===== src/rtl/pong_pkg.sv =====
// Shared definitions for the Pong match controller: state encoding and
// elaboration-time helpers used by the RTL and its bench.
package pong_pkg;

  typedef enum logic [2:0] {
    IDLE      = 3'd0,
    SERVE     = 3'd1,
    PLAY      = 3'd2,
    PAUSED    = 3'd3,
    GAME_OVER = 3'd4
  } match_state_t;

  function automatic int clog2(input int value);
    int result;
    int rem;
    result = 0;
    rem    = value - 1;
    while (rem > 0) begin
      result = result + 1;
      rem    = rem >> 1;
    end
    return result;
  endfunction

  // Converts up to 16 decimal digits; digits beyond the value come back zero.
  function automatic logic [63:0] bin2bcd(input int unsigned value);
    logic [63:0] result;
    int unsigned rem;
    result = '0;
    rem    = value;
    for (int d = 0; d < 16; d++) begin
      result[d*4 +: 4] = 4'(rem % 10);
      rem = rem / 10;
    end
    return result;
  endfunction

endpackage


===== src/rtl/bcd_counter.sv =====
// Synchronous multi-digit BCD up-counter with clear; holds once every digit
// reads nine.
module bcd_counter #(
  parameter int DIGITS = 2
) (
  input  logic                clk,
  input  logic                reset,
  input  logic                clr,
  input  logic                inc,
  output logic [DIGITS*4-1:0] bcd
);

  logic [DIGITS*4-1:0] bcd_next;
  logic                all_nines;
  logic                carry;

  // Ripple a decimal carry upward from the least-significant digit.
  always_comb begin
    bcd_next  = bcd;
    all_nines = 1'b1;
    carry     = 1'b1;
    for (int d = 0; d < DIGITS; d++) begin
      if (bcd[d*4 +: 4] != 4'd9) all_nines = 1'b0;
      if (carry) begin
        if (bcd[d*4 +: 4] == 4'd9) begin
          bcd_next[d*4 +: 4] = 4'd0;
        end else begin
          bcd_next[d*4 +: 4] = bcd[d*4 +: 4] + 4'd1;
          carry = 1'b0;
        end
      end
    end
  end

  always_ff @(posedge clk) begin
    if (reset || clr) begin
      bcd <= '0;
    end else if (inc && !all_nines) begin
      bcd <= bcd_next;
    end
  end

endmodule


===== src/rtl/pong_match_ctrl.sv =====
// Pong match sequencer: serve countdown, rally, pause and game-over, with
// per-player BCD scores and registered ball run/recentre controls.
module pong_match_ctrl
  import pong_pkg::*;
#(
  parameter int NUM_PLAYERS = 2,
  parameter int DIGITS      = 2,
  parameter int WIN_SCORE   = 11,
  parameter int SERVE_DELAY = 100_000_000,
  localparam int PW = (clog2(NUM_PLAYERS) > 1) ? clog2(NUM_PLAYERS) : 1
) (
  input  logic                            clk,
  input  logic                            reset,
  input  logic                            start,
  input  logic                            pause,
  input  logic [NUM_PLAYERS-1:0]          score_evt,
  output logic                            ball_run,
  output logic                            ball_recentre,
  output logic [PW-1:0]                   serve_player,
  output logic [NUM_PLAYERS*DIGITS*4-1:0] scores_bcd,
  output logic [PW-1:0]                   winner,
  output logic                            game_over,
  output logic [2:0]                      state_o
);

  localparam int BW = DIGITS * 4;
  localparam int CW = (clog2(SERVE_DELAY) > 1) ? clog2(SERVE_DELAY) : 1;
  localparam logic [CW-1:0] SERVE_LOAD = CW'(SERVE_DELAY - 1);
  // A player already on this score wins with their next point.
  localparam logic [BW-1:0] MATCH_POINT_BCD = BW'(bin2bcd(WIN_SCORE - 1));

  generate
    if (NUM_PLAYERS < 2 || SERVE_DELAY < 1 || WIN_SCORE < 1 ||
        (bin2bcd(WIN_SCORE) >> BW) != 64'd0) begin : g_bad_params
      $error("pong_match_ctrl: illegal NUM_PLAYERS, WIN_SCORE or SERVE_DELAY");
    end
  endgenerate

  match_state_t           state, state_n;
  logic [CW-1:0]          serve_cnt, serve_cnt_n;
  logic                   start_q, pause_q, start_edge, pause_edge;
  logic [PW-1:0]          serve_player_n, winner_n, hit_idx;
  logic [NUM_PLAYERS-1:0] score_inc, first_hit;
  logic                   clear_scores, hit, hit_wins;
  logic                   ball_run_n, ball_recentre_n, game_over_n;

  assign start_edge = start & ~start_q;
  assign pause_edge = pause & ~pause_q;
  assign state_o    = state;

  for (genvar p = 0; p < NUM_PLAYERS; p++) begin : g_score
    bcd_counter #(.DIGITS(DIGITS)) u_score (
      .clk   (clk),
      .reset (reset),
      .clr   (clear_scores),
      .inc   (score_inc[p]),
      .bcd   (scores_bcd[p*BW +: BW])
    );
  end

  // Edge registers reload on reset so a button held through reset stays quiet.
  always_ff @(posedge clk) begin
    start_q <= start;
    pause_q <= pause;
    if (reset) begin
      state         <= IDLE;
      serve_cnt     <= '0;
      serve_player  <= '0;
      winner        <= '0;
      ball_run      <= 1'b0;
      ball_recentre <= 1'b0;
      game_over     <= 1'b0;
    end else begin
      state         <= state_n;
      serve_cnt     <= serve_cnt_n;
      serve_player  <= serve_player_n;
      winner        <= winner_n;
      ball_run      <= ball_run_n;
      ball_recentre <= ball_recentre_n;
      game_over     <= game_over_n;
    end
  end

  always_comb begin
    state_n        = state;
    serve_cnt_n    = serve_cnt;
    serve_player_n = serve_player;
    winner_n       = winner;
    clear_scores   = 1'b0;
    score_inc      = '0;
    hit            = 1'b0;
    hit_idx        = '0;
    hit_wins       = 1'b0;
    first_hit      = '0;

    // Scanning downward leaves the lowest-numbered scorer selected.
    for (int i = NUM_PLAYERS - 1; i >= 0; i--) begin
      if (score_evt[i]) begin
        hit          = 1'b1;
        hit_idx      = PW'(i);
        hit_wins     = (scores_bcd[i*BW +: BW] == MATCH_POINT_BCD);
        first_hit    = '0;
        first_hit[i] = 1'b1;
      end
    end

    case (state)
      IDLE: begin
        if (start_edge) begin
          state_n     = SERVE;
          serve_cnt_n = SERVE_LOAD;
        end
      end
      SERVE: begin
        if (serve_cnt == '0) state_n = PLAY;
        else                 serve_cnt_n = serve_cnt - CW'(1);
      end
      PLAY: begin
        if (hit) begin
          score_inc      = first_hit;
          serve_player_n = hit_idx;
          if (hit_wins) begin
            state_n  = GAME_OVER;
            winner_n = hit_idx;
          end else begin
            state_n     = SERVE;
            serve_cnt_n = SERVE_LOAD;
          end
        end else if (pause_edge) begin
          state_n = PAUSED;
        end
      end
      PAUSED: begin
        if (start_edge) begin
          clear_scores = 1'b1;
          state_n      = SERVE;
          serve_cnt_n  = SERVE_LOAD;
        end else if (pause_edge) begin
          state_n = PLAY;
        end
      end
      GAME_OVER: begin
        if (start_edge) begin
          clear_scores = 1'b1;
          winner_n     = '0;
          state_n      = SERVE;
          serve_cnt_n  = SERVE_LOAD;
        end
      end
      default: state_n = IDLE;
    endcase
  end

  always_comb begin
    ball_run_n      = (state_n == PLAY);
    game_over_n     = (state_n == GAME_OVER);
    ball_recentre_n = (state_n == SERVE) && (state != SERVE);
  end

endmodule


===== config.mk =====
export PLATFORM = sky130hd
export DESIGN_NAME = pong_match_ctrl
export DESIGN_NICKNAME = d
export VERILOG_FILES = /design/src/rtl/pong_pkg.sv /design/src/rtl/bcd_counter.sv /design/src/rtl/pong_match_ctrl.sv
export SDC_FILE = /design/constraint.sdc
export NUM_CORES = 1
export LEC_CHECK = 0
export CORE_UTILIZATION = 56
export CTS_CLUSTER_DIAMETER = 200
export DETAILED_ROUTE_END_ITERATION = 8
export HOLD_SLACK_MARGIN = 0.05
export PLACE_DENSITY = 0.83
export SLEW_MARGIN = 20
export SYNTH_ARGS = -nofsm -noshare
export SYNTH_HDL_FRONTEND = slang
export SYNTH_SLANG_ARGS = --single-unit

===== constraint.sdc =====
create_clock -name clk -period 2.6 [get_ports clk]
set_input_delay 0.39 -clock clk [delete_from_list [all_inputs] [get_ports clk]]
set_output_delay 0.39 -clock clk [all_outputs]
set_load 0.05 [all_outputs]

==> flow_summary.ini <==
[synth]
ys_seq_area_share_pct = 37.1
synth_cell_type_count = 56
ys_ff_latch = 53
postSynthAreaPerCell_um2 = 8.46
ys.warnings.count = 0
async_reset_ff_share_pct = 0
synthCells = 338
synth_area_um2 = 2860
synth_fp_nets = 346
ys.flop_type = dfxtp_1
synth_edf_count = 0

[setup_path]
crit_path_max_incr_delay_ns = 0.78
cp_max_fo = 5
worstSetupEndpointType = register
crit_start = g_score[0].u_score.bcd[5]
required_ns = 2.81
r2r_cells = 5
crit_chain = or4b_4 > o311ai_0 > o21ai_0 > a22oi_1 > nor2_1
endpoint = g_score[0].u_score.bcd[3]
reg2reg_to = g_score[0].u_score.bcd[3]
path_class = register to register
rr_startpoint = g_score[0].u_score.bcd[5]
critPathSlowestCell = o311ai_0
rrSetupSlack_ns = 0.24
cp_data_arrival_time_ns = 2.57
startpoint_type = register

[floorplanning]
die-area_um2 = 5390
start_util_pct = 59.4
fp-row-count = 25
fp.dieH_um = 73.5
die_w_um = 73.5
ioPinCount = 30
core-area_um2 = 4820

[global_route]
grt_max_degree = 29
grt_pass1_vias = 2430
globalRoute.totalOverflow = 0
grt_use_total_pct = 26.9
grt_antenna_before_repair = 0
grt_pass1_wl_um = 11300

[timing]
period_share_pct = 90.6
drv_slew = 0
timing.final.crit_period_ns = 2.36
finalHoldWorstSlack_ns = 0.516
fin_ws_ns = 0.244
setup_viol = 0
max-slew-margin-rel_pct = 40.8
fmax_mhz = 425
fin_worst_skew_ns = 0.00426
tns_ns = 0
hold_viol = 0
rsz0062_at_grt = no
worst_pin_slew_ns = 0.878

[routing]
drc = 0
via_count = 2670
wl_per_cell_um = 15.0
ant_nets = 0
wl_um = 6700
first_pass_iters = 5
vias_per_cell = 5.99
detail_route.iter0.violations = 208

[power_and_ir_drop]
pwr-share-clk_pct = 28.6
p_switching_uw = 527
power_frac_comb_pct = 18.7
p_seq_share_pct = 52.8
p_int_mw = 1.17
p_per_area_nw_per_um2 = 498
max-vdd-ir-drop_v = 0.000351
switching_share_pct = 31.0
p_leak_nw = 1.15
power_mw = 1.70

[final_layout]
layout_common_cells = 53 x dfxtp_1, 43 x nor2_1, 37 x a21oi_1, 29 x clkdlybuf4s50_1, 23 x nand2_1
nets = 386
antenna_cells = 0
final_common_cell = dfxtp_1
final_layout_size_suffix_gt1_share_pct = 14.8
final.fill_count = 386
syn2layout_area_growth_pct = 19.4

[hold_path]
hold_path_class = register to register

[cts]
htree_levels = 2
cts.sinks = 53
cts_setup_buffers = 0
cts.clk_slew.worst_paths_ns = 0.10
cts_buffer_depth = 2
root_buffer = clkbuf_8
numCtsBuffers = 5
clock_latency_ns = 0.31
cts_tree = done

[run]
drv_cap = 0

[place]
gp_congestion = 0.891
dp_hpwl_um = 4790
numPortBuffers = 29
dpl_worst_slack_ns = -0.0544

[status]
status = finished clean
[sequential cells by signal, summed over array words and instances (netlist names)]
register             flops
start_q                  1
game_over                1
winner                   1
state_o                  3
pause_q                  1
g_score.u_score.bcd     16
serve_player             1
ball_run                 1
serve_cnt               27
ball_recentre            1
[synth_stat cells (7+ instances only)]
cell type	instances	area [µm²]
dfxtp_1	53	1060
nor2_1	43	161
a21oi_1	37	185
nand2_1	23	86.3
o21ai_0	22	110
nand3_1	15	75.1
a311oi_2	13	195
nor3_1	12	60.1
inv_1	10	37.5
nor4_1	10	62.6
clkbuf_1	7	26.3
xnor2_1	7	61.3
[worst min path at each step]
stage	start	endpoint	slack [ns]	cells past startpoint
after floorplan	pause	pause_q	0.42	0
after global placement	serve_cnt[25]	serve_cnt[25]	0.49	2
after detailed placement	serve_cnt[12]	serve_cnt[12]	0.50	2
after CTS	serve_cnt[12]	serve_cnt[12]	0.51	2
after global routing	serve_cnt[12]	serve_cnt[12]	0.53	2
final	serve_cnt[12]	serve_cnt[12]	0.52	2
[per-stage QoR]
| stage | std cells | utilization, % | instance area, µm² |
|---|---|---|---|
| 5_1_grt | 446 | 70.9 | 3410 |
| 3_5_place_dp | 438 | 68.8 | 3310 |
| 4_1_cts | 446 | 70.7 | 3410 |
| 2_1_floorplan | 338 | - | 2860 |
| 6_report | 446 | 70.9 | 3410 |
| 3_3_place_gp | 438 | 68.8 | 3310 |
[logic make-up (layout without fill, tap and decap cells)]
| kind of cell | Yosys count | in the layout | synth area share (%) |
|---|---|---|---|
| and+or+nand+nor | 153 | 153 | 30.1 |
| xor gates and xnor gates | 10 | 10 | 3.06 |
| AOI/OAI and AO/OA | 94 | 94 | 24.0 |
| adders and majority gates | 2 | 2 | 0.875 |
| muxes | 2 | 2 | 0.700 |
| buffers and inverters | 24 | 65 | 4.16 |
| DFF | 53 | 53 | 37.1 |
[metal layers]
| layer | share of wire (%) | GRT usage, % | wire (µm) |
|---|---|---|---|
| met5 | 0 | 0 | 0 |
| met4 | 1.6 | 9.83 | 109 |
| met3 | 3.6 | 4.66 | 242 |
| met2 | 47 | 42.9 | 3170 |
| met1 | 47 | 36.3 | 3180 |
[power by group through the flow]
| stage | sequential, mW | combinational [mW] | clock, mW |
|---|---|---|---|
| after detailed placement | 0.913 | 0.309 | 0 |
| after floorplan | 0.909 | 0.221 | 0 |
| after global routing | 0.904 | 0.349 | 0.531 |
| final | 0.897 | 0.317 | 0.486 |
| after global placement | 0.912 | 0.301 | 0 |
| after CTS | 0.895 | 0.313 | 0.500 |
[worst max-delay path, delay by kind of cell (launching register included)]
family | cells | cell delay [ns]
simple gates | 2 | 0.62
compound gates | 3 | 1.27
flops | 1 | 0.36
[layout make-up]
| class | instances | area, µm² | area share [%] |
|---|---|---|---|
| clock buffers | 5 | 68.8 | 2.02 |
| clock inverters | 3 | 26.3 | 0.770 |
| repair buffers | 47 | 450 | 13.2 |
| multi-input cells | 261 | 1690 | 49.4 |
| well taps | 67 | 83.8 | 2.46 |
| inverters | 10 | 37.5 | 1.10 |
| flip-flops and latches | 53 | 1060 | 31.1 |
[repair_timing]
action	in CTS	in global routing
hold buffers	0	0
endpoints found under the setup margin	0	22
resized for setup	0	1
Power figures use the tool's default switching activity.
